===== config.mk =====
export PLATFORM = sky130hd
export DESIGN_NAME = spi_led_ctrl
export DESIGN_NICKNAME = d
export VERILOG_FILES = /design/src/rtl/spi_led_ctrl.sv
export SDC_FILE = /design/constraint.sdc
export NUM_CORES = 1
export LEC_CHECK = 0
export ABC_CLOCK_PERIOD_IN_PS = 4840
export CAP_MARGIN = 5
export CORE_MARGIN = 8
export CORE_UTILIZATION = 57
export CTS_BUF_LIST = sky130_fd_sc_hd__clkbuf_4 sky130_fd_sc_hd__clkbuf_8 sky130_fd_sc_hd__clkbuf_16
export CTS_CLUSTER_DIAMETER = 120
export DETAILED_ROUTE_END_ITERATION = 10
export GPL_TIMING_DRIVEN = 0
export PLACE_DENSITY = 0.8
export SYNTH_ARGS = -nofsm -noshare
export SYNTH_HDL_FRONTEND = slang
export SYNTH_SLANG_ARGS = --single-unit

===== constraint.sdc =====
create_clock -name sysclk -period 4.84 [get_ports sysclk]
set_clock_uncertainty 0.05 [all_clocks]
set_input_delay 0.726 -clock sysclk [delete_from_list [all_inputs] [get_ports sysclk]]
set_output_delay 0.726 -clock sysclk [all_outputs]
set_load 0.02 [all_outputs]

===== src/rtl/spi_led_ctrl.sv =====
// spi_led_ctrl: command controller between spi_slave and the board LEDs.
// Captures each decoded SPI frame (cmd/addr/payload) during a chip-select
// transaction and executes it once cs returns high. Writes set per-LED
// brightness (0..100 %) that drives a PWM generator; reads arm a 24-bit
// response frame and raise the slave's transmit enable for the next
// transaction.
//
// Ports:
//   sysclk        system clock
//   rst           asynchronous active-high reset
//   cs            SPI chip select from pin, active-low, asynchronous
//   i_cmd         decoded command byte from spi_slave
//   i_addr        decoded address byte from spi_slave
//   i_payload     decoded payload byte from spi_slave
//   o_slv_tx_enb  transmit enable to spi_slave
//   o_slv_frame   response frame to spi_slave, {cmd, addr, payload}
//   o_led         PWM LED drive, active-high
//   o_err         one-cycle pulse on an invalid command or address
module spi_led_ctrl #(
   parameter int         NUM_LEDS = 4,
   parameter int         PWM_DIV  = 1250,
   parameter logic [7:0] CMD_NOP  = 8'h00,
   parameter logic [7:0] CMD_WR   = 8'h01,
   parameter logic [7:0] CMD_RD   = 8'h02,
   parameter logic [7:0] CMD_ERR  = 8'hEE
) (
   input  logic                sysclk,
   input  logic                rst,
   input  logic                cs,
   input  logic [7:0]          i_cmd,
   input  logic [7:0]          i_addr,
   input  logic [7:0]          i_payload,
   output logic                o_slv_tx_enb,
   output logic [23:0]         o_slv_frame,
   output logic [NUM_LEDS-1:0] o_led,
   output logic                o_err
);

   localparam int         IDX_W      = (NUM_LEDS > 1) ? $clog2(NUM_LEDS) : 1;
   localparam int         PRE_W      = (PWM_DIV > 1) ? $clog2(PWM_DIV) : 1;
   localparam logic [7:0] NUM_LEDS_B = 8'(NUM_LEDS);
   localparam logic [6:0] PWM_TOP    = 7'd99;

   typedef enum logic [2:0] {IDLE, RX, EXEC, ARMED, TX} state_t;

   state_t state, state_next;

   // cs synchronizer; flops reset to 1 so reset looks like cs deasserted
   logic cs_meta, cs_sync, cs_prev;
   logic cs_fall, cs_rise;

   logic [7:0] cap_cmd, cap_addr, cap_payload;
   logic       capture_active;

   logic [6:0] duty        [NUM_LEDS];
   logic [6:0] active_duty [NUM_LEDS];

   logic             addr_ok;
   logic [IDX_W-1:0] idx;
   logic             wr_en, rd_ok, rd_bad, err_set;

   logic [PRE_W-1:0] pre;
   logic             tick;
   logic [6:0]       pwm_cnt;

   // ------------------------------------------------------------------
   // cs synchronizer and edge detection
   // ------------------------------------------------------------------
   always_ff @(posedge sysclk or posedge rst) begin
      if (rst) begin
         cs_meta <= 1'b1;
         cs_sync <= 1'b1;
         cs_prev <= 1'b1;
      end else begin
         cs_meta <= cs;
         cs_sync <= cs_meta;
         cs_prev <= cs_sync;
      end
   end

   assign cs_fall = !cs_sync &&  cs_prev;
   assign cs_rise =  cs_sync && !cs_prev;

   // ------------------------------------------------------------------
   // Frame capture: NOP values from an idle slave never overwrite it
   // ------------------------------------------------------------------
   assign capture_active = (state == RX) || (state == TX);

   always_ff @(posedge sysclk or posedge rst) begin
      if (rst) begin
         cap_cmd     <= '0;
         cap_addr    <= '0;
         cap_payload <= '0;
      end else if (cs_fall) begin
         cap_cmd     <= '0;
         cap_addr    <= '0;
         cap_payload <= '0;
      end else if (capture_active && (i_cmd != CMD_NOP)) begin
         cap_cmd     <= i_cmd;
         cap_addr    <= i_addr;
         cap_payload <= i_payload;
      end
   end

   // ------------------------------------------------------------------
   // FSM
   // ------------------------------------------------------------------
   assign addr_ok = (cap_addr < NUM_LEDS_B);
   assign idx     = cap_addr[IDX_W-1:0];

   always_ff @(posedge sysclk or posedge rst) begin
      if (rst) state <= IDLE;
      else     state <= state_next;
   end

   always_comb begin
      state_next = state;
      wr_en      = 1'b0;
      rd_ok      = 1'b0;
      rd_bad     = 1'b0;
      err_set    = 1'b0;
      case (state)
         IDLE:  if (cs_fall) state_next = RX;
         RX:    if (cs_rise) state_next = EXEC;
         EXEC: begin
            case (cap_cmd)
               CMD_NOP: ;
               CMD_WR: begin
                  if (addr_ok) wr_en   = 1'b1;
                  else         err_set = 1'b1;
               end
               CMD_RD: begin
                  if (addr_ok) rd_ok = 1'b1;
                  else begin
                     rd_bad  = 1'b1;
                     err_set = 1'b1;
                  end
               end
               default: err_set = 1'b1;
            endcase
            // cs may already be low again if the next transaction began
            // during EXEC; skip the waiting state in that case
            if (rd_ok || rd_bad) state_next = cs_sync ? ARMED : TX;
            else                 state_next = cs_sync ? IDLE  : RX;
         end
         ARMED: if (cs_fall) state_next = TX;
         TX:    if (cs_rise) state_next = EXEC;
         default: state_next = IDLE;
      endcase
   end

   // ------------------------------------------------------------------
   // Command execution registers
   // ------------------------------------------------------------------
   always_ff @(posedge sysclk or posedge rst) begin
      if (rst) begin
         for (int unsigned i = 0; i < NUM_LEDS; i++) duty[i] <= '0;
         o_slv_frame  <= '0;
         o_slv_tx_enb <= 1'b0;
         o_err        <= 1'b0;
      end else begin
         if (wr_en)
            duty[idx] <= (cap_payload > 8'd100) ? 7'd100 : cap_payload[6:0];
         if (rd_ok)
            o_slv_frame <= {CMD_RD, cap_addr, 1'b0, duty[idx]};
         else if (rd_bad)
            o_slv_frame <= {CMD_ERR, cap_addr, 8'hFF};
         o_slv_tx_enb <= (state_next == ARMED) || (state_next == TX);
         o_err        <= err_set;
      end
   end

   // ------------------------------------------------------------------
   // PWM generator
   // ------------------------------------------------------------------
   assign tick = (pre == PRE_W'(PWM_DIV - 1));

   always_ff @(posedge sysclk or posedge rst) begin
      if (rst) begin
         pre     <= '0;
         pwm_cnt <= '0;
         for (int unsigned i = 0; i < NUM_LEDS; i++) active_duty[i] <= '0;
      end else begin
         pre <= tick ? '0 : pre + PRE_W'(1);
         if (tick) begin
            if (pwm_cnt == PWM_TOP) begin
               pwm_cnt <= '0;
               // new duty only takes effect at a period boundary
               for (int unsigned i = 0; i < NUM_LEDS; i++) active_duty[i] <= duty[i];
            end else begin
               pwm_cnt <= pwm_cnt + 7'd1;
            end
         end
      end
   end

   always_ff @(posedge sysclk or posedge rst) begin
      if (rst) begin
         o_led <= '0;
      end else begin
         for (int unsigned i = 0; i < NUM_LEDS; i++) o_led[i] <= (pwm_cnt < active_duty[i]);
      end
   end

endmodule


==> flow_metrics.tcl <==
set metrics [dict create \
    status "completed" \
    cts_tree "yes" \
    hold_buffers 0 \
    p_per_area_nw_per_um2 468 \
    drt_first_pass_iters 4 \
    crit_path_end_kind "flip-flop" \
    top_level_ports 57 \
    syn2layout_area_growth_pct 22.4 \
    power_w 0.00337 \
    fin_cells 722 \
    seq_area_frac_synth_pct 54.2 \
    cap_violations 0 \
    drc_errors 0 \
    core-area_um2 10200 \
    clkTransAtPathRegs_ns 0.06 \
    fin_crit_ns 2.69 \
    synth-seq-cells 127 \
    syn_inst 498 \
    leakage_nw 3.31 \
    clock.fmax_mhz 371 \
    path_cells "clkbuf_1 > nor3b_1 > nand2_1 > or4_1 > buf_6 > nor3b_4 > mux2_2" \
    synth.distinct_cells 48 \
    cts_sinks 127 \
    grt_pass1_wl_um 21200 \
    cts_root_buf "clkbuf_8" \
    grt_overflow 0 \
    globalplace.congestion 0.868 \
    p_seq_share_pct 40.3 \
    path_delay_family "simple AND/OR/NAND/NOR gates" \
    synth_edf_count 0 \
    dieArea_um2 13800 \
    fin_nets 629 \
    startpoint_type "flip-flop" \
    setup_viol_count_final 0 \
    grt_max_degree 93 \
    cts_buffers 17 \
    fp-row-count 37 \
    multiInputGateArea_um2 2450 \
    cp.buffers_inverters 2 \
    fin_crit_sh_pct 55.7 \
    synth_flop_cell "dfrtp_1" \
    dr.first_iter.drc_count 259 \
    p_int_w 0.00236 \
    hold_ws_ns 0.308 \
    synth_top_area_share_pct 52.9 \
    finalHoldViolations 0 \
    drive_gt1_share_pct 17.7 \
    post_dp_cell_area_um2 6620 \
    vias_per_cell 5.59 \
    crit_type "flip-flop to flip-flop" \
    syn_area_um2 5870 \
    max_stage_delay_ns 0.46 \
    worst_ep_arrival_time_ns 3.05 \
    avgSynthCellArea_um2 11.8 \
    hold_class "flip-flop to flip-flop" \
    seqCellArea_um2 3180 \
    cp.required_ns 5.19 \
    dp_hpwl_um 8590 \
    port_buffers 54 \
    peakVddDrop_v 0.000348 \
    die_h_um 117 \
    wl_per_cell_um 17.1 \
    comb_power_share_pct 24.0 \
    grt_pass1_vias 4354 \
    clockPowerShare_pct 35.7 \
    postCtsSetupBuffers 0 \
    antenna_found_initial 0 \
    cp_max_fo 9 \
    slew_violations 0 \
    synth_area_leaders "dfrtp_1 53%, mux2_2 7.7%, ha_1 6.2%, a22o_1 3.6%, mux4_2 2.7%" \
    ctsResizeCount 0 \
    critPathSlowestCell "nor3b_1" \
    dp.cells 690 \
    htree_levels 4 \
    cts.path.max_buffers 2 \
    yosysTopAreaCell "dfrtp_1" \
    die_w_um 117 \
    start_util_pct 57.6 \
    ant_nets 0 \
    diodes 0 \
    worstSkewPairLatency_ns 0.53 \
    yosysWarningCount 0 \
    synthArstFlopShare_pct 100 \
    final_area_um2 7180 \
    max_slew.worst_pin.slew_ns 0.743 \
    fill_cells 707 \
    p_sw_w 0.00100 \
    maxSlewHeadroom_pct 50.5 \
    track_usage_pct 18.9 \
    p_sw_share_pct 29.8 \
    rsz0062_at_grt "no" \
    routed_wl_um 12300 \
    vias 4036 \
]
final cells by class:
type,count,area share (%)
flip-flops and latches,127,44.3
multi-input cells,316,34.1
repair buffers,55,7.91
clock buffers,21,6.27
well taps,136,2.37
plain buffers,28,1.95
clock inverters,11,1.62
inverters,28,1.53
flip-flops by register name, summed over array words and instances, names as in the netlist, 3 cells and up:
register / cells
active_duty: 28
cap_addr: 8
cap_cmd: 8
cap_payload: 8
duty: 28
o_led: 4
o_slv_frame: 17
pre: 11
pwm_cnt: 7
state: 3
through the flow:
stage                     utilization, %  worst slack [ns]  setup TNS, ns
after floorplan                        -             0.685              0
after global placement              64.7            -0.933        -114.80
after detailed placement            65.0              1.93              0
after CTS                           70.5              2.17              0
after global routing                70.5              1.91              0
final                               70.5              2.15              0
cell usage in the layout (no fill, tap or decap), types with 9 or more instances in the layout:
cell	instances
dfrtp_1	124
clkdlybuf4s50_1	54
mux2_2	40
nand2_1	37
o21ai_0	29
ha_1	29
inv_1	27
nor2_1	27
a22o_1	24
a21oi_1	20
clkbuf_1	17
clkbuf_16	16
a21o_1	12
nand3_1	10
xnor2_1	9
path summary, 6_finish.rpt:
check	start	endpoint	slack, ns	depth (start not counted)
max	state[0]	duty[19]	2.15	7
min	cs_meta	cs_sync	0.31	0
max reg2reg	state[0]	duty[19]	2.15	7
min reg2reg	cs_meta	cs_sync	0.31	0
max in group asynchronous	rst	o_slv_frame[0]	3.49	3
min in group asynchronous	rst	pre[1]	0.51	2
worst reg2reg max path, stage by stage (launching register included):
cell	delay, ns
dfrtp_1	0.35
clkbuf_1	0.18
nor3b_1	0.46
nand2_1	0.11
or4_1	0.43
buf_6	0.16
nor3b_4	0.42
mux2_2	0.40
power by group through the flow:
| stage | sequential [W] | combinational [W] | clock (W) |
|---|---|---|---|
| 2_1_floorplan | 0.00140 | 0.000462 | 0 |
| 3_3_place_gp | 0.00136 | 0.000786 | 0 |
| 3_5_place_dp | 0.00137 | 0.000807 | 0 |
| 4_1_cts | 0.00135 | 0.000815 | 0.00122 |
| 5_1_grt | 0.00138 | 0.000887 | 0.00126 |
| 6_report | 0.00135 | 0.000808 | 0.00120 |
cell families (layout without fill, tap and decap cells):
group                      after synthesis  after routing  synth area share, %
DFF                                    127            127                 54.2
xor gates and xnor gates                13             13                 1.94
and+or+nand+nor                        124            124                 11.7
buffers and inverters                   56            143                 4.18
muxes                                   48             48                 10.5
AOI/OAI and AO/OA                       98             98                 10.9
adders and majority gates               31             31                 6.52
other                                    1              2               0.0639
per-layer routing:
layer | GRT usage [%] | up-vias | part of all wire, %
li1 | - | 1892 | -
met1 | 23.0 | 2033 | 43
met2 | 30.9 | 85 | 50
met3 | 4.99 | 26 | 4.1
met4 | 8.89 | 0 | 2.2
met5 | 0 | - | 0
synthesized netlist by cell type, types with 2 or more instances:
cell	count
nor4_1	4
buf_1	2
mux4_2	7
xor2_1	4
o21ai_0	29
maj3_1	2
dfrtp_1	124
and4_1	2
a21o_1	12
nand4_1	2
ha_1	29
a31oi_1	3
xnor2_1	9
dfstp_2	3
nand2_1	37
nor3b_1	3
a21oi_1	20
nor4bb_1	3
nand2b_1	8
nand3_1	10
nor2_1	27
or2_2	3
nor2b_1	3
mux2_2	40
o21a_1	6
a22o_1	24
or3b_2	2
and2_1	5
clkbuf_1	17
inv_1	28
and3_1	5
o22ai_1	2
buf_4	7
nor3b_4	2
(Power assumes the default switching activity.)
